[config.mk]
export PLATFORM = sky130hd
export DESIGN_NAME = mem_port_arbiter
export DESIGN_NICKNAME = d
export VERILOG_FILES = /design/src/rtl/mem_arb_pkg.sv /design/src/rtl/mem_arb_watchdog.sv /design/src/rtl/mem_port_arbiter.sv
export SDC_FILE = /design/constraint.sdc
export NUM_CORES = 1
export LEC_CHECK = 0
export CORE_ASPECT_RATIO = 0.7
export CORE_MARGIN = 2
export CORE_UTILIZATION = 35
export DETAILED_ROUTE_END_ITERATION = 10
export GPL_ROUTABILITY_DRIVEN = 0
export GPL_TIMING_DRIVEN = 0
export PLACE_DENSITY = 0.67
export SYNTH_ARGS = -nofsm -noshare
export SYNTH_HDL_FRONTEND = slang
export SYNTH_SLANG_ARGS = --single-unit
[constraint.sdc]
create_clock -name clk -period 2.6 [get_ports clk]
set_clock_uncertainty 0.1 [all_clocks]
set_input_delay 0.65 -clock clk [delete_from_list [all_inputs] [get_ports clk]]
set_output_delay 0.65 -clock clk [all_outputs]
set_load 0.1 [all_outputs]
[src/rtl/mem_arb_pkg.sv]
// Shared types and constants for the memory port arbiter.
//   arb_state_e : arbiter FSM states
//   req_id_e    : requester identity (instruction fetch or data)
//   ERR_*       : error codes reported on *_error
package mem_arb_pkg;

  typedef enum logic [1:0] {
    IDLE,
    GRANT_I,
    GRANT_D,
    DONE
  } arb_state_e;

  typedef enum logic {
    REQ_INST,
    REQ_DATA
  } req_id_e;

  localparam logic [1:0] ERR_OK      = 2'b00;
  localparam logic [1:0] ERR_TIMEOUT = 2'b11;

endpackage

[src/rtl/mem_arb_watchdog.sv]
// Stall watchdog for the memory port arbiter.
//   clk, rstn : clock and asynchronous active-low reset
//   clear     : synchronously zero the counter (has priority over enable)
//   enable    : count one cycle of an outstanding memory access
//   expired   : counter has reached TIMEOUT-1 while enabled
module mem_arb_watchdog #(
  parameter int unsigned TIMEOUT = 1024,
  parameter int unsigned TCW     = 11
) (
  input  logic clk,
  input  logic rstn,
  input  logic clear,
  input  logic enable,
  output logic expired
);

  localparam logic [TCW-1:0] Limit = TCW'(TIMEOUT - 1);

  logic [TCW-1:0] count_q, count_d;

  always_comb begin
    count_d = count_q;
    if (clear) begin
      count_d = '0;
    end else if (enable) begin
      count_d = count_q + 1'b1;
    end
  end

  always_ff @(posedge clk or negedge rstn) begin
    if (!rstn) begin
      count_q <= '0;
    end else begin
      count_q <= count_d;
    end
  end

  assign expired = enable && (count_q == Limit);

endmodule

[src/rtl/mem_port_arbiter.sv]
// Shares one 32-bit memory port between instruction fetch and data access.
// One transaction at a time, round-robin between the two requesters, with a
// watchdog that turns a stalled access into an ERR_TIMEOUT response.
//   inst_req/inst_addr                      : fetch request (held until inst_ready)
//   inst_ready/inst_rdata/inst_error        : fetch completion (one-cycle pulse)
//   data_req/we/addr/wdata/wstrb            : data request (held until data_ready)
//   data_ready/data_rdata/data_error        : data completion (one-cycle pulse)
//   mem_valid/we/addr/wdata/wstrb           : memory request, stable until mem_ready
//   mem_ready/mem_rdata/mem_error           : memory completion
module mem_port_arbiter
  import mem_arb_pkg::*;
#(
  parameter int unsigned TIMEOUT = 1024,
  parameter int unsigned TCW     = 11
) (
  input  logic        clk,
  input  logic        rstn,
  input  logic        inst_req,
  input  logic [31:0] inst_addr,
  output logic        inst_ready,
  output logic [31:0] inst_rdata,
  output logic [1:0]  inst_error,
  input  logic        data_req,
  input  logic        data_we,
  input  logic [31:0] data_addr,
  input  logic [31:0] data_wdata,
  input  logic [3:0]  data_wstrb,
  output logic        data_ready,
  output logic [31:0] data_rdata,
  output logic [1:0]  data_error,
  output logic        mem_valid,
  output logic        mem_we,
  output logic [31:0] mem_addr,
  output logic [31:0] mem_wdata,
  output logic [3:0]  mem_wstrb,
  input  logic        mem_ready,
  input  logic [31:0] mem_rdata,
  input  logic [1:0]  mem_error
);

  arb_state_e  state_q, state_d;
  req_id_e     grant_q, grant_d;
  logic        we_q, we_d;
  logic [31:0] addr_q, addr_d;
  logic [31:0] wdata_q, wdata_d;
  logic [3:0]  wstrb_q, wstrb_d;
  logic [31:0] inst_rdata_q, inst_rdata_d, data_rdata_q, data_rdata_d;
  logic [1:0]  inst_error_q, inst_error_d, data_error_q, data_error_d;
  logic        expired;
  logic [31:0] resp_rdata;
  logic [1:0]  resp_error;

  // Word alignment discards the byte offset.
  logic unused_addr_bits;
  assign unused_addr_bits = ^{inst_addr[1:0], data_addr[1:0]};

  mem_arb_watchdog #(
    .TIMEOUT(TIMEOUT),
    .TCW    (TCW)
  ) u_watchdog (
    .clk    (clk),
    .rstn   (rstn),
    .clear  (!mem_valid),
    .enable (mem_valid),
    .expired(expired)
  );

  always_comb begin
    state_d      = state_q;
    grant_d      = grant_q;
    we_d         = we_q;
    addr_d       = addr_q;
    wdata_d      = wdata_q;
    wstrb_d      = wstrb_q;
    inst_rdata_d = inst_rdata_q;
    inst_error_d = inst_error_q;
    data_rdata_d = data_rdata_q;
    data_error_d = data_error_q;
    // mem_ready takes priority over a simultaneous watchdog expiry.
    resp_rdata   = mem_ready ? mem_rdata : '0;
    resp_error   = mem_ready ? mem_error : ERR_TIMEOUT;

    unique case (state_q)
      IDLE: begin
        // On contention the requester that did not win last time goes first.
        if (inst_req && (!data_req || grant_q == REQ_DATA)) begin
          state_d = GRANT_I;
          grant_d = REQ_INST;
          we_d    = 1'b0;
          addr_d  = {inst_addr[31:2], 2'b00};
          wdata_d = '0;
          wstrb_d = '0;
        end else if (data_req) begin
          state_d = GRANT_D;
          grant_d = REQ_DATA;
          we_d    = data_we;
          addr_d  = {data_addr[31:2], 2'b00};
          wdata_d = data_wdata;
          wstrb_d = data_we ? data_wstrb : 4'b0000;
        end
      end
      GRANT_I, GRANT_D: begin
        if (mem_ready || expired) begin
          state_d = DONE;
          if (state_q == GRANT_I) begin
            inst_rdata_d = resp_rdata;
            inst_error_d = resp_error;
          end else begin
            data_rdata_d = resp_rdata;
            data_error_d = resp_error;
          end
        end
      end
      DONE: begin
        state_d = IDLE;
      end
      default: begin
        state_d = IDLE;
      end
    endcase
  end

  always_ff @(posedge clk or negedge rstn) begin
    if (!rstn) begin
      state_q      <= IDLE;
      grant_q      <= REQ_DATA;
      we_q         <= 1'b0;
      addr_q       <= '0;
      wdata_q      <= '0;
      wstrb_q      <= '0;
      inst_rdata_q <= '0;
      inst_error_q <= ERR_OK;
      data_rdata_q <= '0;
      data_error_q <= ERR_OK;
    end else begin
      state_q      <= state_d;
      grant_q      <= grant_d;
      we_q         <= we_d;
      addr_q       <= addr_d;
      wdata_q      <= wdata_d;
      wstrb_q      <= wstrb_d;
      inst_rdata_q <= inst_rdata_d;
      inst_error_q <= inst_error_d;
      data_rdata_q <= data_rdata_d;
      data_error_q <= data_error_d;
    end
  end

  // Decoded straight from registered state so reset withdraws mem_valid at once.
  assign mem_valid  = (state_q == GRANT_I) || (state_q == GRANT_D);
  assign mem_we     = we_q;
  assign mem_addr   = addr_q;
  assign mem_wdata  = wdata_q;
  assign mem_wstrb  = wstrb_q;
  assign inst_ready = (state_q == DONE) && (grant_q == REQ_INST);
  assign data_ready = (state_q == DONE) && (grant_q == REQ_DATA);
  assign inst_rdata = inst_rdata_q;
  assign inst_error = inst_error_q;
  assign data_rdata = data_rdata_q;
  assign data_error = data_error_q;

endmodule

==> flow_summary.yaml, run 1 <==
drt:
  drc_errors: 0
  drt.antenna.violating_nets: 0
  drt_pass1_iterations: 6
  vias: 5104
  detail_route.wl_per_cell_um: 18.0
  drtIter0Drc: 320
  via_per_inst: 5.12
  wl_mm: 17.9
yosys:
  yosysTopAreaCell: "dfrtp_1"
  ys_seq_area_share_pct: 61.8
  synth_cells: 460
  ys_seq_elements: 149
  yosysWarnings: 0
  synth-edff-count: 0
  synth.most_common_cell: "dfrtp_1"
  avgSynthCellArea_sq_um: 13.1
  synth_top_area_share_pct: 61.4
  async_flop_share_pct: 100
  synthDistinctLibCells: 40
  syn_area_sq_um: 6030
  yosys-top-cells-area: "dfrtp_1 (61%), a32o_1 (11%), mux2i_1 (5.0%)"
  synth_flop_cell: "dfrtp_1"
  synth_commonest_cells: "dfrtp_1 (148), a32o_1 (68), nand2_1 (34)"
sta:
  fin_crit_sh_pct: 96.7
  period_needed_ns: 2.51
  slew_violations: 0
  worst_slew_margin_rel_pct: 31.0
  fmax_ghz: 0.398
  tightest_slew_ns: 1.04
  setup_viol: 0
  rsz0062_at_grt: "no"
  hold_viol_final: 0
  fin_setup_tns_ns: 0
grt:
  grtUsageTotal_pct: 19.9
  grt_overflow: 0
  grt_pass1_wl_mm: 28.7
  antenna_found_initial: 0
  grt_max_degree: 84
  first_global_vias: 5232
clock_network:
  ctsRootBufferMaster: "clkbuf_16"
  clk_latency_ns: 0.41
  clk_path_buf_depth: 2
  clkTransAtPathRegs_ns: 0.06
  htree_num_levels: 4
  numCtsBuffers: 17
  cts_hold_buf: 0
  cts_tree: "done"
  numClockSinks: 149
critical_path:
  cp_slowest_cell: "clkdlybuf4s18_2"
  cp.arrival_ns: 1.76
  cp.required_ns: 1.85
  path_class: "reg -> out"
  cp_cell_sequence: "inv_1 -> ha_1 -> clkdlybuf4s18_2"
  critPathMaxStageDelay_ns: 0.55
  endpoint_kind: "output port"
  startpoint_type: "register"
  crit_fanout: 5
final_layout:
  antenna_cells: 0
  nets: 897
  drive_gt1_share_pct: 8.50
  area_growth_pct: 58.2
run_status:
  outcome: "finished clean"
floorplanning:
  design.die.area_sq_um: 18300
  coreArea_sq_um: 17000
  num_io_pins: 280
  die_x_um: 161
  start_util_pct: 35.5
  die_h_um: 114
  rows: 40
job:
  drv_cap: 0
placed_design:
  dp_hpwl_mm: 13.4
  port_buffers: 272
min_path:
  hold_path.class: "in -> async"
sequential cells by signal, indices dropped and copies added (netlist names):
name,cells
grant_q,1
data_error,2
u_watchdog.count_q,11
mem_wstrb,4
inst_error,2
data_rdata,32
mem_we,1
mem_addr,30
state_q,2
mem_wdata,32
inst_rdata,32
critical path, delay by kind of cell (launching register included):
| family | cells | cell delay (ns) |
|---|---|---|
| adder cells (fa/ha/maj) | 1 | 0.29 |
| flip-flops | 1 | 0.42 |
| buffers and inverters | 2 | 0.64 |
layout by cell type (no fill, tap or decap), drive strengths merged, types with 6 or more instances in the layout:
master         instances
dfrtp                148
dlygate4sd2          135
clkdlybuf4s50        133
a32o                  68
clkbuf                41
o21ai                 37
nand2                 34
a22o                  33
mux2i                 30
buf                   23
and2                  10
inv                   10
xnor2                  6
nor2b                  6
clkinv                 6
what timing repair did:
item	CTS	global route
setup buffers	0	0
resized for setup	145	1
setup endpoints to repair	150	1
per-layer routing:
layer  up-vias  routed length, um  track usage, %
met4         0                386            6.85
met5         -                  0               0
met3        26               1200            5.24
met2       200               8260            30.4
li1       2325                  -               -
met1      2553               8060            27.5
per-stage QoR:
stage,cells,hold slack [ns],area [sq um],util [%],setup slack [ns]
floorplan,461,0.254,6040,-,0.0429
global placement,964,0.362,9050,53.2,-5.03
detailed placement,965,0.370,9080,53.4,-0.460
CTS,996,0.203,9550,56.1,0.0497
global route,996,0.241,9550,56.1,0.00385
finish,996,0.193,9550,56.1,0.0856
final cells by class:
cell class              count  area (sq um)
inverters                   9          33.8
clock buffers              19           453
clock inverters            12           178
well taps                 231           289
fillers                  1478          7470
multi-input cells         260          2060
plain buffers              43           225
flip-flops and latches    149          3730
repair buffers            273          2580
logic make-up after synthesis:
family | share of synthesized area [%]
AOI/OAI and AO/OA | 21.1
adders and majority gates | 0.829
buffers and inverters | 4.29
and+or+nand+nor | 5.95
muxes | 4.98
xor gates and xnor gates | 1.02
DFF | 61.8
other | 0.0621
final timing paths:
kind                            cells past startpoint              to         start  slack, ns
min in group clk                                    2    mem_addr[17]  mem_addr[17]       0.38
worst max register to register                      7  data_rdata[18]    state_q[1]       0.27
worst max-delay path                                3       mem_valid    state_q[1]       0.09
worst min-delay path                                1  data_rdata[26]          rstn       0.19
worst min register to register                      2    mem_addr[17]  mem_addr[17]       0.38
max in group asynchronous                           2         grant_q          rstn       1.39
Power of run 1 is left out: the tool's default activity adds up to more than one toggle a clock period on the data nets, which glitch-free logic cannot reach.
==> run 2, diff against run 1 <==
- CTS_BUF_LIST: not set -> sky130_fd_sc_hd__clkbuf_4
- HOLD_SLACK_MARGIN: not set -> 0.06
==> run 2 against run 1 <==
Net effect: hold slack improved by 0.20 ns; core utilization decreased by 2.4 points; die area unchanged; register-to-register slack got worse by 0.02 ns; setup slack got worse by 0.0095 ns; maximum frequency decreased by 0.38%; critical path depth decreased by 2; sequential share of layout area increased by 1.8 points; non-clock buffer count increased by 1; final cell count increased by 0.20%.
==> flow_summary.yaml, run 2 (synthesis results as in run 1) <==
sta:
  tightest_slew_ns: 1.00
  setup_viol: 0
  period_needed_ns: 2.52
  holdWs_ns: 0.389
  fmax_ghz: 0.396
  worst_slew_margin_rel_pct: 33.4
  hold_viol_final: 0
  fin_crit_sh_pct: 97.1
  slew_violations: 0
  rsz0062_at_grt: "no"
clock_network:
  numClockSinks: 149
  cts_tree: "done"
  clk_path_buf_depth: 2
  ctsRootBufferMaster: "clkbuf_4"
  clk_latency_ns: 0.53
  numCtsBuffers: 17
  clkTransAtPathRegs_ns: 0.13
  htree_num_levels: 4
  post_cts_buffers: 0
grt:
  grtUsageTotal_pct: 19.7
  grt_max_degree: 84
  first_global_vias: 5188
  grt_pass1_wl_mm: 28.4
  grt_overflow: 0
  antenna_found_initial: 1
drt:
  drt.antenna.violating_nets: 0
  drtIter0Drc: 348
  m1WireLength_mm: 8.08
  top_layer: "met4"
  detail_route.wl_per_cell_um: 17.9
  vias: 5136
  via_per_inst: 5.15
  wl_met3_mm: 1.19
  dr_wl_met2_mm: 8.14
  drc_errors: 0
  wl_mm: 17.9
  drt_pass1_iterations: 5
placed_design:
  port_buffers: 272
  dp_hpwl_mm: 13.4
critical_path:
  critPathCapture: "data_rdata[9]"
  cp.required_ns: 1.85
  r2r_end: "data_rdata[22]"
  cp_slowest_cell: "dlygate4sd2_1"
  path_class: "reg -> out"
  critPathMaxStageDelay_ns: 0.86
  endpoint_kind: "output port"
  reg2regPathDepth: 7
  cp.depth: 1
  crit_family: "buffers and inverters"
  reg2reg_slack_ns: 0.25
  worstSetupStartpoint: "data_rdata[9]"
  crit_buf_inv: 1
  cp.arrival_ns: 1.77
  r2r_start: "state_q[1]"
  startpoint_type: "register"
  crit_fanout: 2
  cp_cell_sequence: "dlygate4sd2_1"
final_layout:
  area_growth_pct: 51.4
  fillers: 1483
  nets: 898
  layout_commonest_cell: "dfrtp_1"
  drive_gt1_share_pct: 14.4
  mostFrequentLayoutCells: "dfrtp_1 (148), clkdlybuf4s50_1 (133), a32o_1 (68)"
run_status:
  outcome: "finished clean"
min_path:
  holdCritStartpoint: "mem_addr[17]"
  hold_path.class: "reg -> reg"
floorplanning:
  rows: 40
  die_h_um: 114
  num_io_pins: 280
  start_util_pct: 35.5
  coreArea_sq_um: 17000
  die_x_um: 161
  design.die.area_sq_um: 18300
job:
  drv_cap: 0
-- run 2: cell types whose count changed in the layout (fill, tap and decap cells not counted), moves of 2 or more --
| cell | delta |
|---|---|
| clkdlybuf4s15_1 | +65 |
| clkbuf_4 | +19 |
| clkinv_1 | +2 |
| clkdlybuf4s15_2 | -2 |
| clkbuf_2 | +47 |
| clkbuf_16 | -17 |
| dlygate4sd2_1 | -112 |
| clkbuf_8 | -2 |
-- run 2: layout make-up --
class | count | area, sq um | area share (%)
diodes | 1 | 2.50 | 0.0274
repair buffers | 274 | 2490 | 27.2
clock inverters | 14 | 185 | 2.03
multi-input cells | 260 | 2060 | 22.5
plain buffers | 43 | 225 | 2.46
flip-flops and latches | 149 | 3730 | 40.8
well taps | 231 | 289 | 3.16
inverters | 9 | 33.8 | 0.370
clock buffers | 17 | 128 | 1.40
-- run 2: timing repair --
action	in CTS	in global routing
pin swaps	0	0
hold buffers	1	0
endpoints found under the hold margin	82	0
endpoints found under the setup margin	138	127
resized for setup	180	133
-- run 2: how the worst min path moves through the flow --
stage                                 end  slack, ns  cells past startpoint
floorplan                   data_error[0]       0.25                      0
finish                       mem_addr[17]       0.39                      2
global placement              mem_addr[4]       0.36                      2
detailed placement           mem_addr[17]       0.37                      2
CTS                          mem_addr[17]       0.39                      2
global route        u_watchdog.count_q[0]       0.42                      1
-- run 2: per-stage QoR --
stage          setup WS, ns  util, %  area [sq um]  std cells  TNS [ns]
2_1_floorplan        0.0429        -          6040        461         0
3_3_place_gp          -5.03     53.2          9050        964   -755.12
3_5_place_dp         -0.460     53.4          9080        965    -11.85
4_1_cts            0.000481     54.4          9260        997         0
5_1_grt            0.000248     53.7          9140        998         0
6_report             0.0761     53.7          9140        998         0
-- run 2: layer usage --
| layer | up-vias | global-route usage (%) |
|---|---|---|
| li1 | 2326 | - |
| met3 | 35 | 5.09 |
| met5 | - | 0 |
| met4 | 0 | 7.92 |
| met2 | 217 | 30.1 |
| met1 | 2558 | 27.0 |
Power of run 2 is left out for the same reason.
==> run 3, diff against run 2 <==
- CAP_MARGIN: not set -> 20
==> results of run 3 <==
Same layout as run 2: the final DEF is identical, and so are final timing and power.
Power of run 3 is left out for the same reason.
